`src/rtl/tc_timer.sv`:
```
// tc_timer: memory-mapped timer/counter on the CPU data port.
//
// Sixteen-byte register window at BASE_ADDR:
//   offset 0  CTRL    [0] EN, [2:1] MODE (01 auto-reload, else one-shot), [3] IM
//   offset 1  PRESET  32-bit reload value
//   offset 2  COUNT   read-only current count
//   offset 3  reserved, reads 0
//
// Ports:
//   clk     system clock, rising edge
//   reset   asynchronous active-low reset
//   addr    byte address from the core's M stage
//   wdata   write data from the core's M stage
//   byteen  byte write enables, 4'b0000 means read / no access
//   hit     address falls inside the register window
//   rdata   same-cycle read data, 0 when hit is low
//   irq     interrupt request (latched flag gated by IM)
//
// state  | meaning
// -------+-------------------------------------------------------
// IDLE   | stopped, COUNT held, waiting for EN
// LOAD   | copy PRESET into COUNT
// CNT    | count down once per cycle, leave when EN drops
// INT    | terminal count reached; reload or stop depending on MODE

module tc_timer #(
    parameter logic [31:0] BASE_ADDR = 32'h0000_7F00
) (
    input  logic        clk,
    input  logic        reset,
    input  logic [31:0] addr,
    input  logic [31:0] wdata,
    input  logic [3:0]  byteen,
    output logic        hit,
    output logic [31:0] rdata,
    output logic        irq
);

    typedef enum logic [1:0] {
        S_IDLE = 2'd0,
        S_LOAD = 2'd1,
        S_CNT  = 2'd2,
        S_INT  = 2'd3
    } state_t;

    state_t      state;
    logic [3:0]  ctrl;
    logic [31:0] preset;
    logic [31:0] count;
    logic        irq_flag;

    logic        wr_en;
    logic        wr_ctrl;
    logic        wr_preset;
    logic        irq_set;
    logic [31:0] preset_merged;
    logic        unused_addr;

    // addr[1:0] only select a byte inside a word and play no role in decode.
    assign unused_addr = &{1'b0, addr[1:0]};

    always_comb begin
        hit       = (addr[31:4] == BASE_ADDR[31:4]);
        wr_en     = hit && (byteen != 4'b0000);
        wr_ctrl   = wr_en && (addr[3:2] == 2'd0);
        wr_preset = wr_en && (addr[3:2] == 2'd1);

        for (int i = 0; i < 4; i++) begin
            preset_merged[8*i +: 8] = byteen[i] ? wdata[8*i +: 8] : preset[8*i +: 8];
        end

        // Terminal count is detected while still in CNT; COUNT of 0 or 1 both end the run.
        irq_set = (state == S_CNT) && ctrl[0] && (count <= 32'd1);

        rdata = 32'd0;
        if (hit) begin
            case (addr[3:2])
                2'd0:    rdata = {28'd0, ctrl};
                2'd1:    rdata = preset;
                2'd2:    rdata = count;
                default: rdata = 32'd0;
            endcase
        end
    end

    assign irq = irq_flag & ctrl[3];

    always_ff @(posedge clk or negedge reset) begin
        if (!reset) begin
            state    <= S_IDLE;
            ctrl     <= 4'd0;
            preset   <= 32'd0;
            count    <= 32'd0;
            irq_flag <= 1'b0;
        end else begin
            case (state)
                S_IDLE: begin
                    if (ctrl[0]) begin
                        state <= S_LOAD;
                    end
                end
                S_LOAD: begin
                    count <= preset;
                    state <= S_CNT;
                end
                S_CNT: begin
                    if (!ctrl[0]) begin
                        state <= S_IDLE;
                    end else if (count <= 32'd1) begin
                        count <= 32'd0;
                        state <= S_INT;
                    end else begin
                        count <= count - 32'd1;
                    end
                end
                S_INT: begin
                    if (ctrl[2:1] == 2'b01) begin
                        state <= S_LOAD;
                    end else begin
                        state   <= S_IDLE;
                        ctrl[0] <= 1'b0;
                    end
                end
                default: state <= S_IDLE;
            endcase

            // Placed after the FSM so a software CTRL write overrides the
            // hardware EN clear on the same edge. Only lane 0 holds CTRL bits.
            if (wr_ctrl && byteen[0]) begin
                ctrl <= wdata[3:0];
            end
            if (wr_preset) begin
                preset <= preset_merged;
            end

            // A terminal-count set beats a concurrent software clear.
            if (irq_set) begin
                irq_flag <= 1'b1;
            end else if (wr_ctrl || wr_preset) begin
                irq_flag <= 1'b0;
            end
        end
    end

endmodule

```
`config.mk`:
```
export PLATFORM = sky130hd
export DESIGN_NAME = tc_timer
export DESIGN_NICKNAME = d
export VERILOG_FILES = /design/src/rtl/tc_timer.sv
export SDC_FILE = /design/constraint.sdc
export NUM_CORES = 1
export LEC_CHECK = 0
export BUFFER_PORTS_ARGS = -buffer_cell sky130_fd_sc_hd__buf_2
export CORE_UTILIZATION = 40
export DETAILED_ROUTE_END_ITERATION = 8
export GPL_ROUTABILITY_DRIVEN = 0
export GPL_TIMING_DRIVEN = 1
export PLACE_DENSITY_LB_ADDON = 0.15
export REMOVE_ABC_BUFFERS = 1
export SETUP_SLACK_MARGIN = 0.2
export SYNTH_ARGS = -nofsm -noshare
export SYNTH_HDL_FRONTEND = slang
export SYNTH_SLANG_ARGS = --single-unit
```
`constraint.sdc`:
```
create_clock -name clk -period 6.9 [get_ports clk]
set_input_delay 0.69 -clock clk [delete_from_list [all_inputs] [get_ports clk]]
set_output_delay 0.69 -clock clk [all_outputs]
set_load 0.02 [all_outputs]
```
==> impl_metrics.ini, run 1 <==
[floorplan]
die_boundary_height_um = 105
start_util = 0.412
width_of_the_chip_um = 105
placement_rows = 37
design.die.area_mm2 = 0.0111
floorplan.io_pins = 104
core_footprint_mm2 = 0.0103

[clock_tree]
cts_repair_resize_count = 0
htreeDepth = 3
clk_pin_slew_worst_paths_ns = 0.07
cts_inserted_buffers = 9
clock_path_buffers = 2
post_cts_hold_buffer_count = 0
ctsRootBufferMaster = sky130_fd_sc_hd__clkbuf_8
clock_insertion_delay_worst_skew_ns = 0.35
cts_sinks = 71
tritoncts_clock_tree = built
number_of_buffers_inserted_to_repair_setup_after_cts = 0

[power]
int_pwr_uw = 578
report.power.total_uw = 752
p_sw_frac = 0.231
clockPowerShare = 0.395
p_comb_frac = 0.052
seqPwrFrac = 0.553
powerDensity_mw_per_mm2 = 151
power.leakage_nw = 2.40
max-vdd-ir-drop_v = 0.0000707
switchingPower_uw = 174

[timing]
holdWs_ns = 0.524
grt_setup_unrepaired = no
tightestPinTransition_ns = 0.969
fin_worst_skew_ns = 0.00886
postLayoutSetupSlackWorst_ns = 3.77
min_period_ns = 3.13
max_freq_mhz = 320
hold_viol = 0
max_slew_margin = 0.353
final-setup-viol-count = 0
number_of_slew_limit_violations_in_the_final_report = 0
min_period_over_period = 0.453
finalSetupTns_ns = 0

[yosys]
dominant_combinational_cell_family_by_area_after_synthesis = simple AND/OR/NAND/NOR gates
ys_dominant_reg_cell = sky130_fd_sc_hd__dfrtp_1
post_synth_main_area_contributors = sky130_fd_sc_hd__dfrtp_1, sky130_fd_sc_hd__mux2_2, sky130_fd_sc_hd__a22oi_1, sky130_fd_sc_hd__nor2_1, sky130_fd_sc_hd__nor4_1
yosys-top-cells-count = sky130_fd_sc_hd__dfrtp_1, sky130_fd_sc_hd__nor2_1, sky130_fd_sc_hd__a22oi_1, sky130_fd_sc_hd__mux2_2, sky130_fd_sc_hd__clkbuf_1
yosysTopAreaCellShare = 0.417
post_synth.cell_area_avg_um2 = 9.48
post_synth_inst_count = 449
synth.lib_cells_used.distinct = 55
yosys.area.top_type = sky130_fd_sc_hd__dfrtp_1
synth_adder_area_share = 0.00588
post_synthesis_instance_area_mm2 = 0.00426
number_of_synthesized_flops_with_an_enable_pin = 0
count_leader_synth = sky130_fd_sc_hd__dfrtp_1
synth_async_sr_flop_share = 1.00
synth.ff_latch_count = 71
synth_simple_gate_area_frac = 0.223
synth_xor_area_frac = 0
synthesis.yosys.warnings = 0
muxShareOfSynthArea = 0.111
synth_compound_area_frac = 0.200
ys_seq_area_frac = 0.417

[layout]
nets = 603
n_antenna_cell = 0
layout-drive-gt1-share = 0.316
nFillCells = 1027
final_design_area_no_fill_mm2 = 0.00500
multiInputGateArea_mm2 = 0.00231
utilization = 0.484
flow.area_growth_from_synthesis_pct = 17.3
final_cells = 670
regArea_mm2 = 0.00178

[worst_setup_path]
required_ns = 7.13
timing.critical_path.from_type = flop
end_kind = flop
critical_path.max_fanout = 21
crit_type = flop to flop
cp.arrival_ns = 3.36

[place]
place_ws_ns = 3.74
post-dp-hpwl_um = 8270
postPlaceCellArea_mm2 = 0.00483
place_inst = 656
place.port_buffers = 101

[global_routing]
antenna_found_initial = 0
grt_pass1_vias = 3740
grt_max_degree = 72
globalRouteTotalUtil = 0.222
grt_remaining_overflow = 0
grt_first_pass_wirelength_um = 19400

[drt]
postRouteWirelength_um = 12000
total_number_of_vias = 3961
avgViaCountPerCell = 5.91
drt_drc_violations_left = 0
initialDrtViolationCount = 258
ant_nets = 0
drt_pass1_iterations = 5
route.detailed.wl_per_inst_um = 17.9

[job]
drv_cap = 0

[min_path]
min-delay-path-class = flop to flop

[run_status]
run_status = finished, final reports clean
## worst paths after layout
check	startpoint	to	slack [ns]	cells past startpoint
hold / removal	irq_flag	irq_flag	0.52	2
min in group asynchronous	reset	preset[9]	0.57	2
max in group asynchronous	reset	count[14]	5.75	2
hold reg to reg	irq_flag	irq_flag	0.52	2
setup / recovery	count[9]	count[17]	3.77	6
setup reg to reg	count[9]	count[17]	3.77	6
## routing by layer
layer	wire, um	track usage	vias up
met2	5500	0.354	166
met4	159	0.0614	0
met3	755	0.0362	18
met5	0	0	-
li1	-	-	1874
met1	5580	0.312	1903
## kinds of logic after synthesis
family / Yosys count
simple gates: 176
compound gates: 115
mux: 43
buf+inv: 42
fa+ha+maj: 2
flops: 71
## cell usage in the layout (no fill, tap or decap), types with 3 or more instances in the layout
master,n
sky130_fd_sc_hd__clkbuf_8,11
sky130_fd_sc_hd__a221o_1,5
sky130_fd_sc_hd__dfrtp_1,71
sky130_fd_sc_hd__o311ai_0,4
sky130_fd_sc_hd__or4_1,7
sky130_fd_sc_hd__and3_1,8
sky130_fd_sc_hd__a21oi_1,8
sky130_fd_sc_hd__nor3_1,12
sky130_fd_sc_hd__nand2b_1,6
sky130_fd_sc_hd__buf_2,101
sky130_fd_sc_hd__nand3_1,15
sky130_fd_sc_hd__nor2_1,51
sky130_fd_sc_hd__or3_1,9
sky130_fd_sc_hd__nor2b_1,4
sky130_fd_sc_hd__a211o_1,3
sky130_fd_sc_hd__a22o_1,4
sky130_fd_sc_hd__nor4_1,19
sky130_fd_sc_hd__and2_1,5
sky130_fd_sc_hd__buf_4,7
sky130_fd_sc_hd__o31ai_1,4
sky130_fd_sc_hd__nand4_1,6
sky130_fd_sc_hd__a22oi_1,38
sky130_fd_sc_hd__mux2_2,35
sky130_fd_sc_hd__inv_1,4
sky130_fd_sc_hd__mux2i_1,8
sky130_fd_sc_hd__a31o_2,3
sky130_fd_sc_hd__nand2_1,19
sky130_fd_sc_hd__o41ai_1,5
sky130_fd_sc_hd__o211ai_1,5
sky130_fd_sc_hd__o21ai_0,20
sky130_fd_sc_hd__a21o_1,4
## registers in the layout, summed over array words and instances, names as in the netlist
register / flops
irq_flag: 1
count: 32
preset: 32
state: 2
ctrl: 4
## power groups by stage
stage | Combinational, mW | Clock [mW] | Sequential, mW
final | 0.0388 | 0.297 | 0.416
after global routing | 0.0434 | 0.319 | 0.416
after CTS | 0.0397 | 0.303 | 0.416
after detailed placement | 0.0396 | 0 | 0.424
after global placement | 0.0392 | 0 | 0.424
after floorplan | 0.00614 | 0 | 0.424
## critical path, cell delays in order (launching register included)
cell and delay [ns]:
sky130_fd_sc_hd__dfrtp_1 0.46, sky130_fd_sc_hd__nor4_1 0.43, sky130_fd_sc_hd__nand4b_1 0.71, sky130_fd_sc_hd__o31ai_4 0.60, sky130_fd_sc_hd__buf_4 0.35, sky130_fd_sc_hd__o21ai_0 0.13, sky130_fd_sc_hd__a221o_1 0.32
## area by class of cell
type                            count  share of cell area
Multi-Input combinational cell    336               0.462
Sequential cell                    71               0.356
Timing Repair Buffer              108               0.112
Tap cell                          136              0.0341
Clock buffer                       13              0.0318
Inverter                            5             0.00376
Clock inverter                      1             0.00100
Note: power is estimated with default switching activity, not from simulation.
==> run 2: changes to the inputs <==
--- a/config.mk
+++ b/config.mk
@@ -5,6 +5,7 @@
 export SDC_FILE = /design/constraint.sdc
 export NUM_CORES = 1
 export LEC_CHECK = 0
+export ABC_AREA = 1
 export BUFFER_PORTS_ARGS = -buffer_cell sky130_fd_sc_hd__buf_2
 export CORE_UTILIZATION = 40
 export DETAILED_ROUTE_END_ITERATION = 8
==> constraint.sdc (replaced) <==
create_clock -name clk -period 3.2 [get_ports clk]
set_input_delay 0.32 -clock clk [delete_from_list [all_inputs] [get_ports clk]]
set_output_delay 0.32 -clock clk [all_outputs]
set_load 0.02 [all_outputs]
==> run 2 against run 1 <==
Hold slack lost 0.36 ns. Sequential share of layout area shrank 3.9 points. Critical path depth grew 1. Non-clock buffer count grew 2. Utilization grew 0.70 points. Sequential power grew 120%. Global-route usage shrank 0.74 points. Via count grew 15%. Clock power grew to 3.2 times the previous value. Die area grew 10%. Largest power group is now the clock network.
==> impl_metrics.ini, run 2 <==
[run_status]
run_status = finished, final reports clean

[global_routing]
grt_remaining_overflow = 0
globalRouteTotalUtil = 0.215
grt_first_pass_wirelength_um = 21500
antenna_found_initial = 0
grt_max_degree = 44
grt_pass1_vias = 4475

[clock_tree]
htreeDepth = 3
cts_repair_resize_count = 0
cts_inserted_buffers = 9
clock_path_buffers = 2
number_of_buffers_inserted_to_repair_setup_after_cts = 0
clk_pin_slew_worst_paths_ns = 0.05
clock_insertion_delay_worst_skew_ns = 0.34
post_cts_hold_buffer_count = 0
tritoncts_clock_tree = built
ctsRootBufferMaster = sky130_fd_sc_hd__clkbuf_16
cts_sinks = 71

[floorplan]
width_of_the_chip_um = 110
design.die.area_mm2 = 0.0122
placement_rows = 39
start_util = 0.412
core_footprint_mm2 = 0.0114
die_boundary_height_um = 110
floorplan.io_pins = 104

[timing]
max_freq_mhz = 471
hold_viol = 0
fin_worst_skew_ns = 0.00655
min_period_ns = 2.12
finalSetupTns_ns = 0
grt_setup_unrepaired = no
max_slew_margin = 0.325
number_of_slew_limit_violations_in_the_final_report = 0
min_period_over_period = 0.663
tightestPinTransition_ns = 1.01
final-setup-viol-count = 0

[job]
drv_cap = 0

[layout]
final_cell_mix = sky130_fd_sc_hd__nand2_1, sky130_fd_sc_hd__buf_2, sky130_fd_sc_hd__nor2_1
mostFrequentLayoutCell = sky130_fd_sc_hd__nand2_1
reg.largest.list = count x32, preset x32, ctrl x4
layout-drive-gt1-share = 0.228
nets = 847
flow.area_growth_from_synthesis_pct = 19.2
n_antenna_cell = 0
final_cells = 922

[worst_setup_path]
crit_type = input port to primary output
launch_instance_of_the_worst_register_to_register_path = count[0]
setup.reg_to_reg.worst_slack_ns = 1.20
crit_path_cell_trace = buf_2 -> inv_1 -> nor2_4 -> buf_4 -> nand2_1 -> a21oi_1 -> buf_2
critical_path_depth = 7
critical-path-top-delay-family = buffers and inverters
required_ns = 2.88
cp.arrival_ns = 1.80
crit-reg2reg-capture = count[11]
end_kind = primary output
timing.critical_path.slowest_cell_delay_ns = 0.57
crit_path_frequent_cell = sky130_fd_sc_hd__buf_2
cp-startpoint = addr[2]
capturing_element_of_the_worst_setup_path = rdata[12]
critical_path.max_fanout = 24
timing.critical_path.from_type = input port
worst_r2r_path_depth = 10
critical_path.n_buffers_inverters = 4
cp_slowest_cell = sky130_fd_sc_hd__nor2_4

[place]
post-dp-hpwl_um = 9160
place_inst = 907
place.port_buffers = 101

[yosys]
ys_dominant_reg_cell = sky130_fd_sc_hd__dfrtp_1
synth.ff_latch_count = 71
dominant_combinational_cell_family_by_area_after_synthesis = simple AND/OR/NAND/NOR gates
post_synth_main_area_contributors = sky130_fd_sc_hd__dfrtp_1, sky130_fd_sc_hd__nand2_1, sky130_fd_sc_hd__nor2_1, sky130_fd_sc_hd__a21oi_1, sky130_fd_sc_hd__inv_1
number_of_synthesized_flops_with_an_enable_pin = 0
yosysTopAreaCellShare = 0.378
yosys.area.top_type = sky130_fd_sc_hd__dfrtp_1
yosys-top-cells-count = sky130_fd_sc_hd__nand2_1, sky130_fd_sc_hd__nor2_1, sky130_fd_sc_hd__inv_1, sky130_fd_sc_hd__dfrtp_1, sky130_fd_sc_hd__a21oi_1
muxShareOfSynthArea = 0
count_leader_synth = sky130_fd_sc_hd__nand2_1
post_synthesis_instance_area_mm2 = 0.00470
synth_async_sr_flop_share = 1.00
synthesis.yosys.warnings = 0
post_synth_inst_count = 678
post_synth.cell_area_avg_um2 = 6.94
synth.lib_cells_used.distinct = 34
synth_xor_area_frac = 0.0168
synth_simple_gate_area_frac = 0.332
synth_compound_area_frac = 0.181
ys_seq_area_frac = 0.378
synth_adder_area_share = 0.00532

[min_path]
min-delay-path-class = input port to async pin

[drt]
drt_pass1_iterations = 4
route.detailed.wl_per_inst_um = 13.5
ant_nets = 0
total_number_of_vias = 4543
postRouteWirelength_um = 12500
initialDrtViolationCount = 259
drt_drc_violations_left = 0
avgViaCountPerCell = 4.93

[power]
p_sw_frac = 0.219
int_pwr_mw = 1.52
max-vdd-ir-drop_v = 0.000215
report.power.total_mw = 1.95
seqPwrFrac = 0.461
switchingPower_uw = 426
powerDensity_mw_per_mm2 = 348
clockPowerShare = 0.486
power.leakage_nw = 2.86
p_comb_frac = 0.053
-- run 2: cell count changes in the layout (fill, tap and decap cells not counted), sizes merged, moves of 35 or more --
cell,delta
a21oi,+56
a22oi,-38
inv,+70
mux2,-35
nand2,+171
nor2,+60
o21ai,+48
-- run 2: final cells by class --
type / instances / area (um^2)
Clock buffer: 15 / 278
Fill cell: 1192 / 5810
Inverter: 75 / 282
Multi-Input combinational cell: 508 / 2520
Sequential cell: 71 / 1780
Tap cell: 143 / 179
Timing Repair Buffer: 110 / 573
-- run 2: cell families after synthesis --
| logic type | after synthesis |
|---|---|
| compound gates | 146 |
| xor+xnor | 9 |
| fa+ha+maj | 2 |
| buf+inv | 99 |
| flops | 71 |
| simple gates | 351 |
-- run 2: routing by layer --
layer  part of all wire  global-route usage  vias up  wire length, um
met1               0.48               0.293     2073             5930
met2               0.46               0.347       93             5720
met5                  0                   0        -                0
met3              0.052              0.0368       14              648
li1                   -                   -     2363                -
met4              0.013              0.0667        0              165
-- run 2: power by group through the flow --
stage	Combinational (mW)	Sequential [mW]	Clock (mW)
2_1_floorplan	0.0299	0.914	0
3_3_place_gp	0.102	0.914	0
3_5_place_dp	0.105	0.914	0
4_1_cts	0.106	0.898	0.959
5_1_grt	0.118	0.898	1.00
6_report	0.103	0.898	0.948
-- run 2: how the worst min path moves through the flow --
stage	end	depth (start not counted)
after floorplan	count[0]	0
after detailed placement	preset[25]	2
after global placement	preset[16]	2
after global routing	preset[19]	3
final	preset[30]	1
after CTS	preset[22]	1
-- run 2: through the flow --
stage | instance area [um^2] | util | hold WS (ns) | setup WS (ns)
2_1_floorplan | 4570 | - | 0.0244 | 0.905
3_3_place_gp | 5330 | 0.467 | 0.493 | 1.07
3_5_place_dp | 5330 | 0.467 | 0.492 | 1.04
4_1_cts | 5610 | 0.491 | 0.188 | 1.03
5_1_grt | 5610 | 0.491 | 0.217 | 0.894
6_report | 5610 | 0.491 | 0.160 | 1.08
==> run 3: changes to the inputs <==
--- a/config.mk
+++ b/config.mk
@@ -5,7 +5,7 @@
 export SDC_FILE = /design/constraint.sdc
 export NUM_CORES = 1
 export LEC_CHECK = 0
-export ABC_AREA = 1
+export ABC_AREA = 0
 export BUFFER_PORTS_ARGS = -buffer_cell sky130_fd_sc_hd__buf_2
 export CORE_UTILIZATION = 40
 export DETAILED_ROUTE_END_ITERATION = 8
==> constraint.sdc (replaced) <==
create_clock -name clk -period 1.9 [get_ports clk]
set_input_delay 0.19 -clock clk [delete_from_list [all_inputs] [get_ports clk]]
set_output_delay 0.19 -clock clk [all_outputs]
set_load 0.02 [all_outputs]
==> run 3 against run 2 <==
Wire length increased by 25%. The flow now finishes with violations (negative setup slack). Count of clock-buffer cells in the layout decreased by 2. Critical path type is now flop to flop. Cell count decreased by 14%. Sequential share of layout area decreased by 6.5 points. Final area increased by 26%.
==> impl_metrics.ini, run 3 (same netlist as run 1, synthesis figures left out) <==
[timing]
hold_viol = 0
final-setup-viol-count = 103
max_slew_margin = 0.661
grt_setup_unrepaired = yes
tightestPinTransition_ns = 0.508
number_of_slew_limit_violations_in_the_final_report = 0
postLayoutSetupSlackWorst_ns = -0.477
min_period_over_period = 1.25
fin_worst_skew_ns = 0.0115
max_freq_mhz = 421
min_period_ns = 2.38

[floorplan]
placement_rows = 37
floorplan.io_pins = 104
design.die.area_mm2 = 0.0111
start_util = 0.412
core_footprint_mm2 = 0.0103
die_boundary_height_um = 105
width_of_the_chip_um = 105

[layout]
final_cells = 790
mostFrequentLayoutCell = sky130_fd_sc_hd__buf_4
reg.largest.list = count x32, preset x32, ctrl x4
final_cell_mix = sky130_fd_sc_hd__buf_4, sky130_fd_sc_hd__dfrtp_1, sky130_fd_sc_hd__buf_2
nFillCells = 812
flow.area_growth_from_synthesis_pct = 65.3
final_design_area_no_fill_mm2 = 0.00704
n_antenna_cell = 0
nets = 723
layout-drive-gt1-share = 0.541

[global_routing]
globalRouteTotalUtil = 0.294
grt_remaining_overflow = 0
grt_first_pass_wirelength_um = 25000
grt_pass1_vias = 4688
antenna_found_initial = 0
grt_max_degree = 34

[job]
drv_cap = 0

[drt]
route.detailed.wl_per_inst_um = 19.7
postRouteWirelength_um = 15600
initialDrtViolationCount = 338
drt_pass1_iterations = 5
drt_drc_violations_left = 0
total_number_of_vias = 4590
avgViaCountPerCell = 5.81
ant_nets = 0

[place]
postPlaceCellArea_mm2 = 0.00562
place.port_buffers = 101
place_inst = 753
post-dp-hpwl_um = 10100

[run_status]
failed_checks = negative setup slack
run_status = finished, violations left

[min_path]
min-delay-path-class = input port to flop

[clock_tree]
cts_inserted_buffers = 9
clock_path_buffers = 2
tritoncts_clock_tree = built
clk_pin_slew_worst_paths_ns = 0.08
htreeDepth = 3
cts_sinks = 71
clock_insertion_delay_worst_skew_ns = 0.35
ctsRootBufferMaster = sky130_fd_sc_hd__clkbuf_8

[power]
powerDensity_mw_per_mm2 = 396
power.leakage_nw = 3.26
max-vdd-ir-drop_v = 0.000265

[worst_setup_path]
required_ns = 2.14
end_kind = flop
setup.reg_to_reg.worst_slack_ns = -0.48
crit_type = flop to flop
critical_path.max_fanout = 7
timing.critical_path.from_type = flop
cp.arrival_ns = 2.62
-- run 3: cell types whose count changed in the layout (fill, tap and decap cells not counted), sizes merged, moves of 9 or more --
cell	before	now
a21oi	64	8
a22oi	0	38
buf	110	227
inv	75	5
mux2	0	35
nand2	190	19
nand3	34	15
nor2	111	51
nor3	1	12
nor4	1	19
o21ai	70	22
or3	0	9
or4	0	9
-- run 3: power by group --
part,switching (mW),total (mW),internal [mW]
clock network,0.564,1.09,0.531
logic,0.100,0.181,0.0801
registers,0.000000165,1.51,1.51
total,0.664,2.79,2.12
-- run 3: critical path, cell delays in order, from the launching register on --
cell and delay, ns:
sky130_fd_sc_hd__dfrtp_1 0.38, sky130_fd_sc_hd__or4_4 0.53, sky130_fd_sc_hd__or4_4 0.47, sky130_fd_sc_hd__o31a_4 0.43
sky130_fd_sc_hd__and4_1 0.21, sky130_fd_sc_hd__a221o_1 0.26
-- run 3: layout make-up --
class | instances | area [um^2] | area share
tap | 136 | 170 | 0.0242
multi-input combinational | 336 | 2940 | 0.417
clock inverter | 1 | 5.00 | 0.000711
clock buffer | 13 | 159 | 0.0226
timing repair buffer | 228 | 1970 | 0.279
sequential | 71 | 1780 | 0.252
inverter | 5 | 23.8 | 0.00338
-- run 3: final timing paths --
check,startpoint,to,depth (start not counted)
setup reg to reg,count[18],count[10],5
setup / recovery,count[18],count[10],5
min in group asynchronous,reset,preset[8],2
hold / removal,wdata[12],preset[12],2
hold reg to reg,preset[26],count[26],2
max in group asynchronous,reset,count[31],3
-- run 3: metal layers --
| metal | GRT usage | vias up | wire [um] |
|---|---|---|---|
| met4 | 0.133 | 0 | 592 |
| met3 | 0.0543 | 40 | 1070 |
| met2 | 0.468 | 223 | 7180 |
| li1 | - | 2123 | - |
| met5 | 0 | - | 0 |
| met1 | 0.388 | 2204 | 6750 |
-- run 3: timing repair --
action	in CTS	in global routing
resized for setup	236	28
gates cloned	5	0
setup buffers	14	3
endpoints found under the setup margin	103	103
endpoints found under the hold margin	19	0
hold buffers	1	0
pin swaps	61	16
-- run 3: stage by stage --
stage / power (mW) / util / hold WS (ns) / setup WS [ns] / setup TNS, ns
CTS: 2.80 / 0.667 / 0.0507 / -0.451 / -21.02
global route: 2.88 / 0.682 / 0.0573 / -0.549 / -30.44
detailed placement: 1.69 / 0.545 / 0.189 / -0.557 / -32.46
finish: 2.79 / 0.682 / 0.0660 / -0.477 / -23.39
floorplan: 1.56 / - / -0.106 / -1.24 / -61.26
global placement: 1.69 / 0.545 / 0.189 / -0.512 / -32.47
